### src/rtl/sdram_slot_arbiter_if.sv
// Requester-side and SDRAM-controller-side signals of the slot arbiter.
// The slave modport is the arbiter; the master modport is the requesters plus the sdram dout return.
interface sdram_slot_arbiter_if #(
  parameter int AW = 24,
  parameter int DW = 16
);
  logic          p0_req;
  logic [AW-1:0] p0_addr;
  logic          p1_req;
  logic          p1_we;
  logic [AW-1:0] p1_addr;
  logic [1:0]    p1_ds;
  logic [DW-1:0] p1_din;
  logic          p2_req;
  logic          p2_we;
  logic [AW-1:0] p2_addr;
  logic [1:0]    p2_ds;
  logic [DW-1:0] p2_din;
  logic          p0_ack;
  logic          p1_ack;
  logic          p2_ack;
  logic [DW-1:0] rdata;
  logic [AW-1:0] sd_addr_o;
  logic [DW-1:0] sd_din_o;
  logic [1:0]    sd_ds_o;
  logic          sd_oe_o;
  logic          sd_we_o;
  logic [DW-1:0] sd_dout_i;

  modport slave (
    input  p0_req, p0_addr,
    input  p1_req, p1_we, p1_addr, p1_ds, p1_din,
    input  p2_req, p2_we, p2_addr, p2_ds, p2_din,
    input  sd_dout_i,
    output p0_ack, p1_ack, p2_ack, rdata,
    output sd_addr_o, sd_din_o, sd_ds_o, sd_oe_o, sd_we_o
  );

  modport master (
    output p0_req, p0_addr,
    output p1_req, p1_we, p1_addr, p1_ds, p1_din,
    output p2_req, p2_we, p2_addr, p2_ds, p2_din,
    output sd_dout_i,
    input  p0_ack, p1_ack, p2_ack, rdata,
    input  sd_addr_o, sd_din_o, sd_ds_o, sd_oe_o, sd_we_o
  );
endinterface

### src/rtl/sdram_slot_arbiter.sv
// Grants one of video/CPU/DMA per 8-cycle SDRAM slot; ack in ph7 of the slot, requesters hold req until ack.
// Optional SDRAM_ARB_RR_EN: round-robin between P1/P2 (default fixed P0 > P1 > P2).
module sdram_slot_arbiter #(
  parameter int AW          = 24,
  parameter int DW          = 16,
  parameter int REFRESH_MAX = 8
) (
  input  logic                 clk_64,
  input  logic                 rst_n,
  input  logic                 clk_8,
  sdram_slot_arbiter_if.slave  bus
);
  localparam logic [1:0] GNT_NONE   = 2'd3;
  localparam logic [3:0] BUSY_LIMIT = 4'(REFRESH_MAX);

  logic [2:0]    ph, ph_nxt;
  logic [1:0]    gnt, gnt_nxt, win;
  logic [3:0]    busy_cnt, busy_nxt;
  logic [2:0]    ack_q, ack_nxt, elig;
  logic          arb_edge, cap_edge;
  logic [AW-1:0] sd_addr_q, sel_addr;
  logic [DW-1:0] sd_din_q, sel_din, rdata_q;
  logic [1:0]    sd_ds_q, sel_ds;
  logic          sd_oe_q, sd_we_q, sel_we;

  // A port acked this cycle is masked so a requester dropping req is not granted twice.
  assign elig     = {bus.p2_req, bus.p1_req, bus.p0_req} & ~ack_q;
  assign arb_edge = (ph == 3'd7) && !clk_8;
  assign cap_edge = (ph == 3'd6);

`ifdef SDRAM_ARB_RR_EN
  logic rr_ptr;  // 0 favours P1, 1 favours P2

  always_ff @(posedge clk_64 or negedge rst_n) begin
    if (!rst_n)                           rr_ptr <= 1'b0;
    else if (arb_edge && gnt_nxt == 2'd1) rr_ptr <= 1'b1;
    else if (arb_edge && gnt_nxt == 2'd2) rr_ptr <= 1'b0;
  end

  always_comb begin
    win = GNT_NONE;
    if (elig[0])                              win = 2'd0;
    else if (elig[1] && (!rr_ptr || !elig[2])) win = 2'd1;
    else if (elig[2])                         win = 2'd2;
  end
`else
  always_comb begin
    win = GNT_NONE;
    if (elig[0])      win = 2'd0;
    else if (elig[1]) win = 2'd1;
    else if (elig[2]) win = 2'd2;
  end
`endif

  // Phase locks to clk_8: parks at 7 while it is high and at 0 while it is low.
  always_comb begin
    ph_nxt = ph + 3'd1;
    if ((ph == 3'd7 && clk_8) || (ph == 3'd0 && !clk_8)) ph_nxt = ph;
  end

  always_comb begin
    gnt_nxt  = gnt;
    busy_nxt = busy_cnt;
    if (arb_edge) begin
      if (busy_cnt == BUSY_LIMIT) begin
        gnt_nxt  = GNT_NONE;
        busy_nxt = 4'd0;
      end else begin
        gnt_nxt  = win;
        busy_nxt = (win == GNT_NONE) ? 4'd0 : busy_cnt + 4'd1;
      end
    end
  end

  always_comb begin
    ack_nxt = 3'b000;
    if (cap_edge) begin
      case (gnt)
        2'd0:    ack_nxt = 3'b001;
        2'd1:    ack_nxt = 3'b010;
        2'd2:    ack_nxt = 3'b100;
        default: ack_nxt = 3'b000;
      endcase
    end
  end

  // Winner's qualifiers; video is read-only with both strobes and no write data.
  always_comb begin
    sel_addr = bus.p0_addr;
    sel_din  = sd_din_q;
    sel_ds   = 2'b11;
    sel_we   = 1'b0;
    case (gnt_nxt)
      2'd1: begin
        sel_addr = bus.p1_addr;
        sel_din  = bus.p1_din;
        sel_ds   = bus.p1_ds;
        sel_we   = bus.p1_we;
      end
      2'd2: begin
        sel_addr = bus.p2_addr;
        sel_din  = bus.p2_din;
        sel_ds   = bus.p2_ds;
        sel_we   = bus.p2_we;
      end
      default: ;
    endcase
  end

  always_ff @(posedge clk_64 or negedge rst_n) begin
    if (!rst_n) begin
      ph        <= 3'd0;
      gnt       <= GNT_NONE;
      busy_cnt  <= 4'd0;
      ack_q     <= 3'b000;
      sd_addr_q <= '0;
      sd_din_q  <= '0;
      sd_ds_q   <= 2'b00;
      sd_oe_q   <= 1'b0;
      sd_we_q   <= 1'b0;
      rdata_q   <= '0;
    end else begin
      ph       <= ph_nxt;
      gnt      <= gnt_nxt;
      busy_cnt <= busy_nxt;
      ack_q    <= ack_nxt;
      if (arb_edge) begin
        sd_oe_q <= (gnt_nxt != GNT_NONE) && !sel_we;
        sd_we_q <= (gnt_nxt != GNT_NONE) && sel_we;
        if (gnt_nxt != GNT_NONE) begin
          sd_addr_q <= sel_addr;
          sd_din_q  <= sel_din;
          sd_ds_q   <= sel_ds;
        end
      end
      if (cap_edge && gnt != GNT_NONE && sd_oe_q) rdata_q <= bus.sd_dout_i;
    end
  end

  assign bus.p0_ack    = ack_q[0];
  assign bus.p1_ack    = ack_q[1];
  assign bus.p2_ack    = ack_q[2];
  assign bus.rdata     = rdata_q;
  assign bus.sd_addr_o = sd_addr_q;
  assign bus.sd_din_o  = sd_din_q;
  assign bus.sd_ds_o   = sd_ds_q;
  assign bus.sd_oe_o   = sd_oe_q;
  assign bus.sd_we_o   = sd_we_q;
endmodule
### src/flat_wrapper.sv
// flat-port wrapper written by rule: the top's interface ports become plain ports
module sdram_slot_arbiter_flat 
#(
  parameter int AW          = 24,
  parameter int DW          = 16,
  parameter int REFRESH_MAX = 8
)
  (clk_64, rst_n, clk_8, bus_p0_req, bus_p0_addr, bus_p1_req, bus_p1_we, bus_p1_addr, bus_p1_ds, bus_p1_din, bus_p2_req, bus_p2_we, bus_p2_addr, bus_p2_ds, bus_p2_din, bus_sd_dout_i, bus_p0_ack, bus_p1_ack, bus_p2_ack, bus_rdata, bus_sd_addr_o, bus_sd_din_o, bus_sd_ds_o, bus_sd_oe_o, bus_sd_we_o);
  sdram_slot_arbiter_if #(.AW(AW), .DW(DW)) bus_i ();
  input  logic clk_64;
  input  logic rst_n;
  input  logic clk_8;
  input wire logic [$bits(bus_i.p0_req)-1:0] bus_p0_req;
  input wire logic [$bits(bus_i.p0_addr)-1:0] bus_p0_addr;
  input wire logic [$bits(bus_i.p1_req)-1:0] bus_p1_req;
  input wire logic [$bits(bus_i.p1_we)-1:0] bus_p1_we;
  input wire logic [$bits(bus_i.p1_addr)-1:0] bus_p1_addr;
  input wire logic [$bits(bus_i.p1_ds)-1:0] bus_p1_ds;
  input wire logic [$bits(bus_i.p1_din)-1:0] bus_p1_din;
  input wire logic [$bits(bus_i.p2_req)-1:0] bus_p2_req;
  input wire logic [$bits(bus_i.p2_we)-1:0] bus_p2_we;
  input wire logic [$bits(bus_i.p2_addr)-1:0] bus_p2_addr;
  input wire logic [$bits(bus_i.p2_ds)-1:0] bus_p2_ds;
  input wire logic [$bits(bus_i.p2_din)-1:0] bus_p2_din;
  input wire logic [$bits(bus_i.sd_dout_i)-1:0] bus_sd_dout_i;
  output wire logic [$bits(bus_i.p0_ack)-1:0] bus_p0_ack;
  output wire logic [$bits(bus_i.p1_ack)-1:0] bus_p1_ack;
  output wire logic [$bits(bus_i.p2_ack)-1:0] bus_p2_ack;
  output wire logic [$bits(bus_i.rdata)-1:0] bus_rdata;
  output wire logic [$bits(bus_i.sd_addr_o)-1:0] bus_sd_addr_o;
  output wire logic [$bits(bus_i.sd_din_o)-1:0] bus_sd_din_o;
  output wire logic [$bits(bus_i.sd_ds_o)-1:0] bus_sd_ds_o;
  output wire logic [$bits(bus_i.sd_oe_o)-1:0] bus_sd_oe_o;
  output wire logic [$bits(bus_i.sd_we_o)-1:0] bus_sd_we_o;
  assign bus_i.p0_req = bus_p0_req;
  assign bus_i.p0_addr = bus_p0_addr;
  assign bus_i.p1_req = bus_p1_req;
  assign bus_i.p1_we = bus_p1_we;
  assign bus_i.p1_addr = bus_p1_addr;
  assign bus_i.p1_ds = bus_p1_ds;
  assign bus_i.p1_din = bus_p1_din;
  assign bus_i.p2_req = bus_p2_req;
  assign bus_i.p2_we = bus_p2_we;
  assign bus_i.p2_addr = bus_p2_addr;
  assign bus_i.p2_ds = bus_p2_ds;
  assign bus_i.p2_din = bus_p2_din;
  assign bus_i.sd_dout_i = bus_sd_dout_i;
  assign bus_p0_ack = bus_i.p0_ack;
  assign bus_p1_ack = bus_i.p1_ack;
  assign bus_p2_ack = bus_i.p2_ack;
  assign bus_rdata = bus_i.rdata;
  assign bus_sd_addr_o = bus_i.sd_addr_o;
  assign bus_sd_din_o = bus_i.sd_din_o;
  assign bus_sd_ds_o = bus_i.sd_ds_o;
  assign bus_sd_oe_o = bus_i.sd_oe_o;
  assign bus_sd_we_o = bus_i.sd_we_o;
  sdram_slot_arbiter #(.AW(AW), .DW(DW), .REFRESH_MAX(REFRESH_MAX)) u_core (.clk_64(clk_64), .rst_n(rst_n), .clk_8(clk_8), .bus(bus_i));
endmodule
### config.mk
export PLATFORM = sky130hd
export DESIGN_NAME = sdram_slot_arbiter_flat
export DESIGN_NICKNAME = d
export VERILOG_FILES = /design/src/rtl/sdram_slot_arbiter_if.sv /design/src/rtl/sdram_slot_arbiter.sv /design/src/flat_wrapper.sv
export SDC_FILE = /design/constraint.sdc
export NUM_CORES = 1
export LEC_CHECK = 0
export ABC_AREA = 1
export CORE_ASPECT_RATIO = 1.4
export CORE_MARGIN = 3
export CORE_UTILIZATION = 43
export DETAILED_ROUTE_END_ITERATION = 10
export PLACE_DENSITY = 0.94
export SLEW_MARGIN = 40
export SYNTH_ARGS = -nofsm -noshare
export SYNTH_HDL_FRONTEND = slang
export SYNTH_SLANG_ARGS = --single-unit
### constraint.sdc
create_clock -name clk_64 -period 4.9 [get_ports clk_64]
set_clock_uncertainty 0.15 [all_clocks]
set_input_delay 0.98 -clock clk_64 [delete_from_list [all_inputs] [get_ports clk_64]]
set_output_delay 0.98 -clock clk_64 [all_outputs]
set_load 0.01 [all_outputs]
==> results of run 1 <==
tightest hold or removal path, cell delays in order (launching register included):
cell and delay (ns):
dfrtp_1 0.35, nand2_1 0.05, nand2_1 0.04
power groups by stage:
stage,sequential [µW],clock [µW],combinational (µW)
finish,1060,617,1860
global route,1090,652,2050
CTS,1050,629,1870
detailed placement,1050,0,1860
global placement,1040,0,1780
floorplan,1120,0,1010
how the worst min path moves through the flow:
stage,from,end
finish,u_core.bus.rdata[0],u_core.bus.rdata[0]
global placement,u_core.bus.rdata[2],u_core.bus.rdata[2]
CTS,u_core.bus.rdata[4],u_core.bus.rdata[4]
floorplan,u_core.bus.rdata[10],u_core.bus.rdata[10]
detailed placement,u_core.bus.rdata[4],u_core.bus.rdata[4]
global route,u_core.bus.rdata[12],u_core.bus.rdata[12]
layout make-up:
class | count | area (µm²)
Clock buffer | 13 | 270
Timing Repair Buffer | 195 | 1950
Fill cell | 600 | 2380
Tap cell | 102 | 128
Clock inverter | 3 | 15.0
Sequential cell | 72 | 1800
Multi-Input combinational cell | 341 | 1670
Inverter | 32 | 121
cells in the mapped netlist (2+ instances only):
master and number:
buf_2 18, buf_6 3, o21ai_0 18, nor2_1 9, nand2_1 200, o211ai_1 40, nand3_1 48, dfstp_2 2
nor3_1 2, buf_4 4, inv_2 3, inv_1 29, a21oi_1 3, nand2_4 2, nand4_1 2, ha_1 9
dfrtp_1 70, clkbuf_1 3
per-stage QoR:
| stage | cell area (µm²) | power (µW) | hold slack [ns] | std cells |
|---|---|---|---|---|
| global placement | 5670 | 2810 | 0.304 | 742 |
| finish | 5960 | 3530 | 0.324 | 758 |
| detailed placement | 5680 | 2910 | 0.312 | 742 |
| CTS | 5960 | 3550 | 0.324 | 758 |
| global route | 5960 | 3800 | 0.349 | 758 |
| floorplan | 3760 | 2130 | 0.356 | 473 |
sequential cells by signal (all words and copies together), names as in the netlist:
register and count:
u_core.ack_q 3, u_core.bus.rdata 16, u_core.bus.sd_addr_o 24, u_core.bus.sd_din_o 16
u_core.bus.sd_ds_o 2, u_core.bus.sd_oe_o 1, u_core.bus.sd_we_o 1, u_core.busy_cnt 4
u_core.gnt 2, u_core.ph 3
metal layers:
metal / up-vias / wire length, µm / GRT usage, %
met5: - / 0 / 0
met4: 0 / 563 / 14.3
met3: 48 / 799 / 5.93
met2: 190 / 6420 / 44.0
met1: 1864 / 4290 / 26.1
li1: 1894 / - / -
cells by family (layout without fill, tap and decap cells):
| group | Yosys count | after routing | share of synthesized area (%) |
|---|---|---|---|
| xor+xnor | 1 | 1 | 0.233 |
| simple gates | 267 | 267 | 29.6 |
| compound gates | 64 | 64 | 11.6 |
| fa+ha+maj | 9 | 9 | 3.00 |
| buf+inv | 60 | 243 | 7.59 |
| flops | 72 | 72 | 48.0 |
==> key figures, run 1 <==
Power
  – Pwr Density: around 590 nW/µm²
  – Sw Ratio: 41.6%
  – Gate power share: between 50% and 60%
  – Leakage: 0.00280 µW
  – Maximum vdd ir drop: 0.458 mV
  – NetSw: 1470 µW
  – Cell internal pwr: just over 2000 µW
  – Sequential power share: 29.9%
  – Clock power share: 17.4%

Clock network
  – H-Tree Depth: 3
  – CTS Buffer Depth: 2
  – Reg clk slew, reported paths: 0.05 ns
  – CTS resizes: 0
  – Root Driver: clkbuf_16
  – Clock sink count: 72
  – Cts hold-fix bufs: 0
  – CTS tree: yes
  – Skew-Pair Late Insertion Delay: about 0.33 ns
  – CTS Buf Count: 9
  – Postcts setup bufs: 0

STA
  – Max transition margin: 55.5%
  – Setup violations, final: 0
  – Final hold vios: 0
  – Fin Setup TNS: 0 ns
  – Shortest period the worst path allows: between 3 and 4 ns
  – Slew @ Worst Pin: 0.667 ns
  – Fin crit share: between 70% and 80%
  – Max Freq: 256 MHz
  – Pins Over Slew Limit: 0
  – RSZ-0062 raised after global routing: false
  – Setup ws final: 0.989 ns

Global routing
  – Gr usage total: 24.6%
  – Largest net degree at the start of global routing: 73
  – First-pass GRT wire length: 19100 µm
  – Vias in the first global route: 4196
  – Initial antenna violation count: 0
  – Grt ovf: 0

Logic synthesis
  – Seq/Total Area, Yosys: between 40% and 50%
  – Synth area leaders: dfrtp_1, nand2_1, o211ai_1
  – Syn Std Cell Area: around 3800 µm²
  – #FFs+latches synth: a little over 70
  – Top cell type's share of synthesized area: between 40 and 50%
  – Number of flops mapped to enable cells by yosys: 0
  – Yosys warnings: 0
  – Post-Syn Area per Cell: 7.95 µm²
  – Net Count, Synth: 614
  – Cell taking the most area after synthesis: dfrtp_1
  – Yosys cell types: 26
  – Async S/R FF share, synth: 100%
  – Top FF cell, synth: dfrtp_1
  – Cells after synthesis: 473

Final layout
  – Util after Layout: 71.5%
  – Commonest non-fill, non-tap cells in the layout: nand2_1, clkdlybuf4s50_1, dfrtp_1
  – Nets: 792
  – Most common library cell in the layout ignoring fill and taps: nand2_1
  – Share of layout cells above drive strength 1: ~4.7%
  – # diodes: 0
  – Area growth syn-to-layout: 58.7%

Setup path
  – CP dominant cell by count: nand2_1
  – Flop2flop setup slack: around 1.4 ns
  – Worst path top cell family by delay: buffers and inverters
  – Start of the worst register-to-register path: u_core.ph[1]
  – Worst Path Buf+Inv: 4
  – Worst-path maximum fanout: about 50
  – Number of cells on the critical path: 11
  – Setup crit start: clk_8
  – Reg2Reg Depth: 11
  – CP startpoint kind: input port
  – Cells along the critical path: clkdlybuf4s50_1 > inv_2 > nand2_4 > nor2_2 > nand2_1 > o21ai_1 > inv_1 > ha_2 > clkinv_2 > o211ai_1 > nand2_1
  – CP max stage delay: 0.58 ns
  – Critical-path top delay cell: clkinv_2
  – RR Endpoint: u_core.bus.sd_addr_o[2]
  – CP Capture Type: flip-flop
  – Crit Path Class: in2reg
  – Critical Path RT: 4.95 ns
  – CP arrival: roughly 4 ns
  – Worst setup path end: u_core.bus.sd_addr_o[2]

Routing
  – DRT Pass-1 Iters: 4
  – Avg WL per Cell: ~16 µm
  – Via/cell ratio: 5.27
  – DRC Markers: 0
  – Antenna-violating nets left: 0
  – Via count: about 4000
  – Final wirelength: around 12000 µm
  – Starting DRT DRC Count: 218

Floorplan
  – Die span in y: between 100 and 150 µm
  – Ports: 195
  – Core Rows: 39
  – Die W: 85.0 µm
  – Total core area: 8340 µm²
  – Die area: 9910 µm²
  – Starting Density: between 40% and 50%

Outcome
  – Status: completed

Placement
  – Dpl ws: approximately 0.96 ns
  – Port Buf Inserts: 194
  – Placer congestion estimate: 0.881
  – DP Wirelength: 8910 µm

Min path
  – Hold depth: 2
  – Worst Hold Class: reg2reg

Job
  – MaxCap Viol Count: 0
Power figures use the tool's default switching activity.
==> run 2, diff against run 1 <==
--- a/config.mk
+++ b/config.mk
@@ -8,9 +8,9 @@
 export ABC_AREA = 1
 export CORE_ASPECT_RATIO = 1.4
 export CORE_MARGIN = 3
-export CORE_UTILIZATION = 43
+export CORE_UTILIZATION = 36
 export DETAILED_ROUTE_END_ITERATION = 10
-export PLACE_DENSITY = 0.94
+export PLACE_DENSITY = 0.85
 export SLEW_MARGIN = 40
 export SYNTH_ARGS = -nofsm -noshare
 export SYNTH_HDL_FRONTEND = slang
==> constraint.sdc (replaced) <==
create_clock -name clk_64 -period 3.49 [get_ports clk_64]
set_clock_uncertainty 0.15 [all_clocks]
set_input_delay 0.698 -clock clk_64 [delete_from_list [all_inputs] [get_ports clk_64]]
set_output_delay 0.698 -clock clk_64 [all_outputs]
set_load 0.01 [all_outputs]
==> run 2 against run 1 <==
Effect of this change:
- sequential cell count unchanged
- total power increased by 45%
- register-to-register slack got worse by 0.73 ns
- die area increased by 18%
- final cell count increased by 5.3%
- clock power increased by 64%
- worst hold slack got worse by 0.094 ns
- sequential share of layout area decreased by 0.69 points
- clock-buffer cell count increased by 1
- combinational power increased by 42%
- critical path depth increased by 1
==> key figures, run 2 (synthesis results as in run 1) <==
Routing
  – Via/cell ratio: 4.85 (was 5.27)
  – Final wirelength: 11300 µm (was 12100 µm)
  – DRC Markers: 0 (unchanged)
  – Starting DRT DRC Count: 168 (was 218)
  – Avg WL per Cell: 14.1 µm (was 15.9 µm)
  – Via count: 3873 (was 3996)
  – Antenna-violating nets left: 0 (unchanged)
  – DRT Pass-1 Iters: 4 (unchanged)

Final layout
  – # diodes: 0 (unchanged)
  – Share of layout cells above drive strength 1: 5.43% (was 4.73%)
  – Max reg flops: 24 (unchanged)
  – Area of the multi-input gates: 1670 µm² (about the same)
  – Nets: 799 (was 792)
  – Non-Filler Instances: 798 (was 758)
  – Area growth syn-to-layout: 62.4% (was 58.7%)
  – Most common library cell in the layout ignoring fill and taps: nand2_1 (unchanged)
  – Layout fillers: 879 (was 600)
  – FF+latch area: 1800 µm² (unchanged)
  – Commonest non-fill, non-tap cells in the layout: nand2_1, clkdlybuf4s50_1, dfrtp_1 (unchanged)

STA
  – Slew @ Worst Pin: 0.742 ns (was 0.667 ns)
  – RSZ-0062 raised after global routing: false (unchanged)
  – Pins Over Slew Limit: 0 (unchanged)
  – Setup violations, final: 0 (unchanged)
  – Fin crit share: a little over four fifths
  – Shortest period the worst path allows: 2.91 ns
  – Final hold vios: 0 (unchanged)
  – Max transition margin: 50.5% (was 55.5%)
  – Fin Setup TNS: 0 ns (unchanged)
  – Max Freq: 344 MHz

Setup path
  – CP max stage delay: 0.55 ns (was 0.58 ns)
  – Crit Path Class: in2reg (unchanged)
  – Worst-path maximum fanout: 26 (was 51)
  – CP startpoint kind: input port (unchanged)
  – CP Capture Type: flip-flop (unchanged)
  – Critical Path RT: 3.55 ns (was 4.95 ns)
  – Critical-path top delay cell: ha_2 (was clkinv_2)
  – Setup crit start: clk_8 (unchanged)
  – CP arrival: 2.97 ns (was 3.96 ns)
  – Cells along the critical path: clkdlybuf4s50_1 > inv_2 > nand2_4 > nor2_2 > nand2_1 > o21ai_1 > inv_1 > ha_2 > inv_2 > buf_4 > o211ai_1 > nand2_1 (was clkdlybuf4s50_1 > inv_2 > nand2_4 > nor2_2 > nand2_1 > o21ai_1 > inv_1 > ha_2 > clkinv_2 > o211ai_1 > nand2_1)
  – Start of the worst register-to-register path: u_core.ph[1] (unchanged)

Clock network
  – Cts hold-fix bufs: 0 (unchanged)
  – Reg clk slew, reported paths: 0.05 ns (about the same)
  – Skew-Pair Late Insertion Delay: 0.32 ns (was 0.33 ns)
  – CTS Buffer Depth: 2 (unchanged)
  – CTS resizes: 0 (unchanged)
  – H-Tree Depth: 3 (unchanged)
  – Postcts setup bufs: 0 (unchanged)
  – Clock sink count: 72 (unchanged)
  – Root Driver: clkbuf_16 (unchanged)
  – CTS tree: yes (unchanged)
  – CTS Buf Count: 9 (unchanged)

Floorplan
  – Starting Density: 37.4% (was 45.0%)
  – Die W: 92.4 µm (was 85.0 µm)
  – Ports: 195 (unchanged)
  – Die span in y: 127 µm (was 117 µm)
  – Die area: 11700 µm² (was 9910 µm²)
  – Core Rows: 43 (was 39)
  – Total core area: 10100 µm² (was 8340 µm²)

Placement
  – Placed insts: 782 (was 742)
  – DP Wirelength: 8650 µm (was 8910 µm)
  – Placer congestion estimate: 0.862 (was 0.881)
  – Port Buf Inserts: 194 (unchanged)

Global routing
  – Initial antenna violation count: 0 (unchanged)
  – Largest net degree at the start of global routing: 73 (unchanged)
  – Gr usage total: 19.6% (was 24.6%)
  – Vias in the first global route: 3938 (was 4196)
  – Grt ovf: 0 (unchanged)
  – First-pass GRT wire length: 18400 µm (was 19100 µm)

Power
  – Pwr Density: 839 nW/µm² (was 593 nW/µm²)
  – Leakage: 0.00285 µW (was 0.00280 µW)
  – Maximum vdd ir drop: 0.420 mV (was 0.458 mV)

Outcome
  – Status: completed (unchanged)

Job
  – MaxCap Viol Count: 0 (unchanged)

Min path
  – Worst Hold Class: in2async (was reg2reg)
-- run 2: cell type report --
cell class | count | share of cell area [%]
clock buffer | 14 | 4.49
clock inverter | 2 | 0.984
inverter | 32 | 1.97
multi-input combinational | 341 | 27.4
sequential | 72 | 29.6
tap | 135 | 2.77
timing repair buffer | 202 | 32.8
-- run 2: layer usage --
metal | vias to the layer above | track usage [%] | part of all wire (%)
met1 | 1758 | 21.7 | 38
li1 | 1904 | - | -
met5 | - | 0 | 0
met3 | 26 | 7.00 | 8.2
met2 | 185 | 33.9 | 50
met4 | 0 | 7.79 | 3.1
-- run 2: path summary, 6_finish.rpt --
| check | slack [ns] | cells past startpoint | to |
|---|---|---|---|
| worst max-delay path | 0.58 | 12 | u_core.bus.sd_addr_o[10] |
| worst min-delay path | 0.23 | 1 | u_core.bus.rdata[2] |
| worst max register to register | 0.68 | 12 | u_core.bus.sd_addr_o[10] |
| worst min register to register | 0.32 | 2 | u_core.bus.rdata[5] |
| max in group asynchronous | 2.50 | 1 | u_core.bus.rdata[9] |
| min in group clk_64 | 0.32 | 2 | u_core.bus.rdata[5] |
-- run 2: critical path, delay by kind of cell --
kind                     cells  cell delay [ns]
AO/OA/AOI/OAI                2             0.34
adder cells (fa/ha/maj)      1             0.55
buffers and inverters        5             0.93
AND/OR/NAND/NOR              4             0.42
-- run 2: metrics by stage --
stage / setup WS (ns) / hold WS, ns / power [µW] / util (%) / instance area (µm²)
after floorplan: 1.05 / 0.252 / 2990 / - / 3760
after global routing: 0.354 / 0.281 / 5540 / 60.7 / 6100
after CTS: 0.567 / 0.264 / 5180 / 60.7 / 6100
final: 0.579 / 0.231 / 5120 / 60.7 / 6100
after detailed placement: 0.222 / 0.309 / 4140 / 57.3 / 5770
after global placement: 0.337 / 0.302 / 4020 / 57.3 / 5760
-- run 2: power breakdown --
group	total [µW]	switching, µW	internal [µW]	leakage, µW
clock network	1010	324	685	0.000163
logic	2640	1430	1200	0.00178
registers	1480	265	1210	0.000904
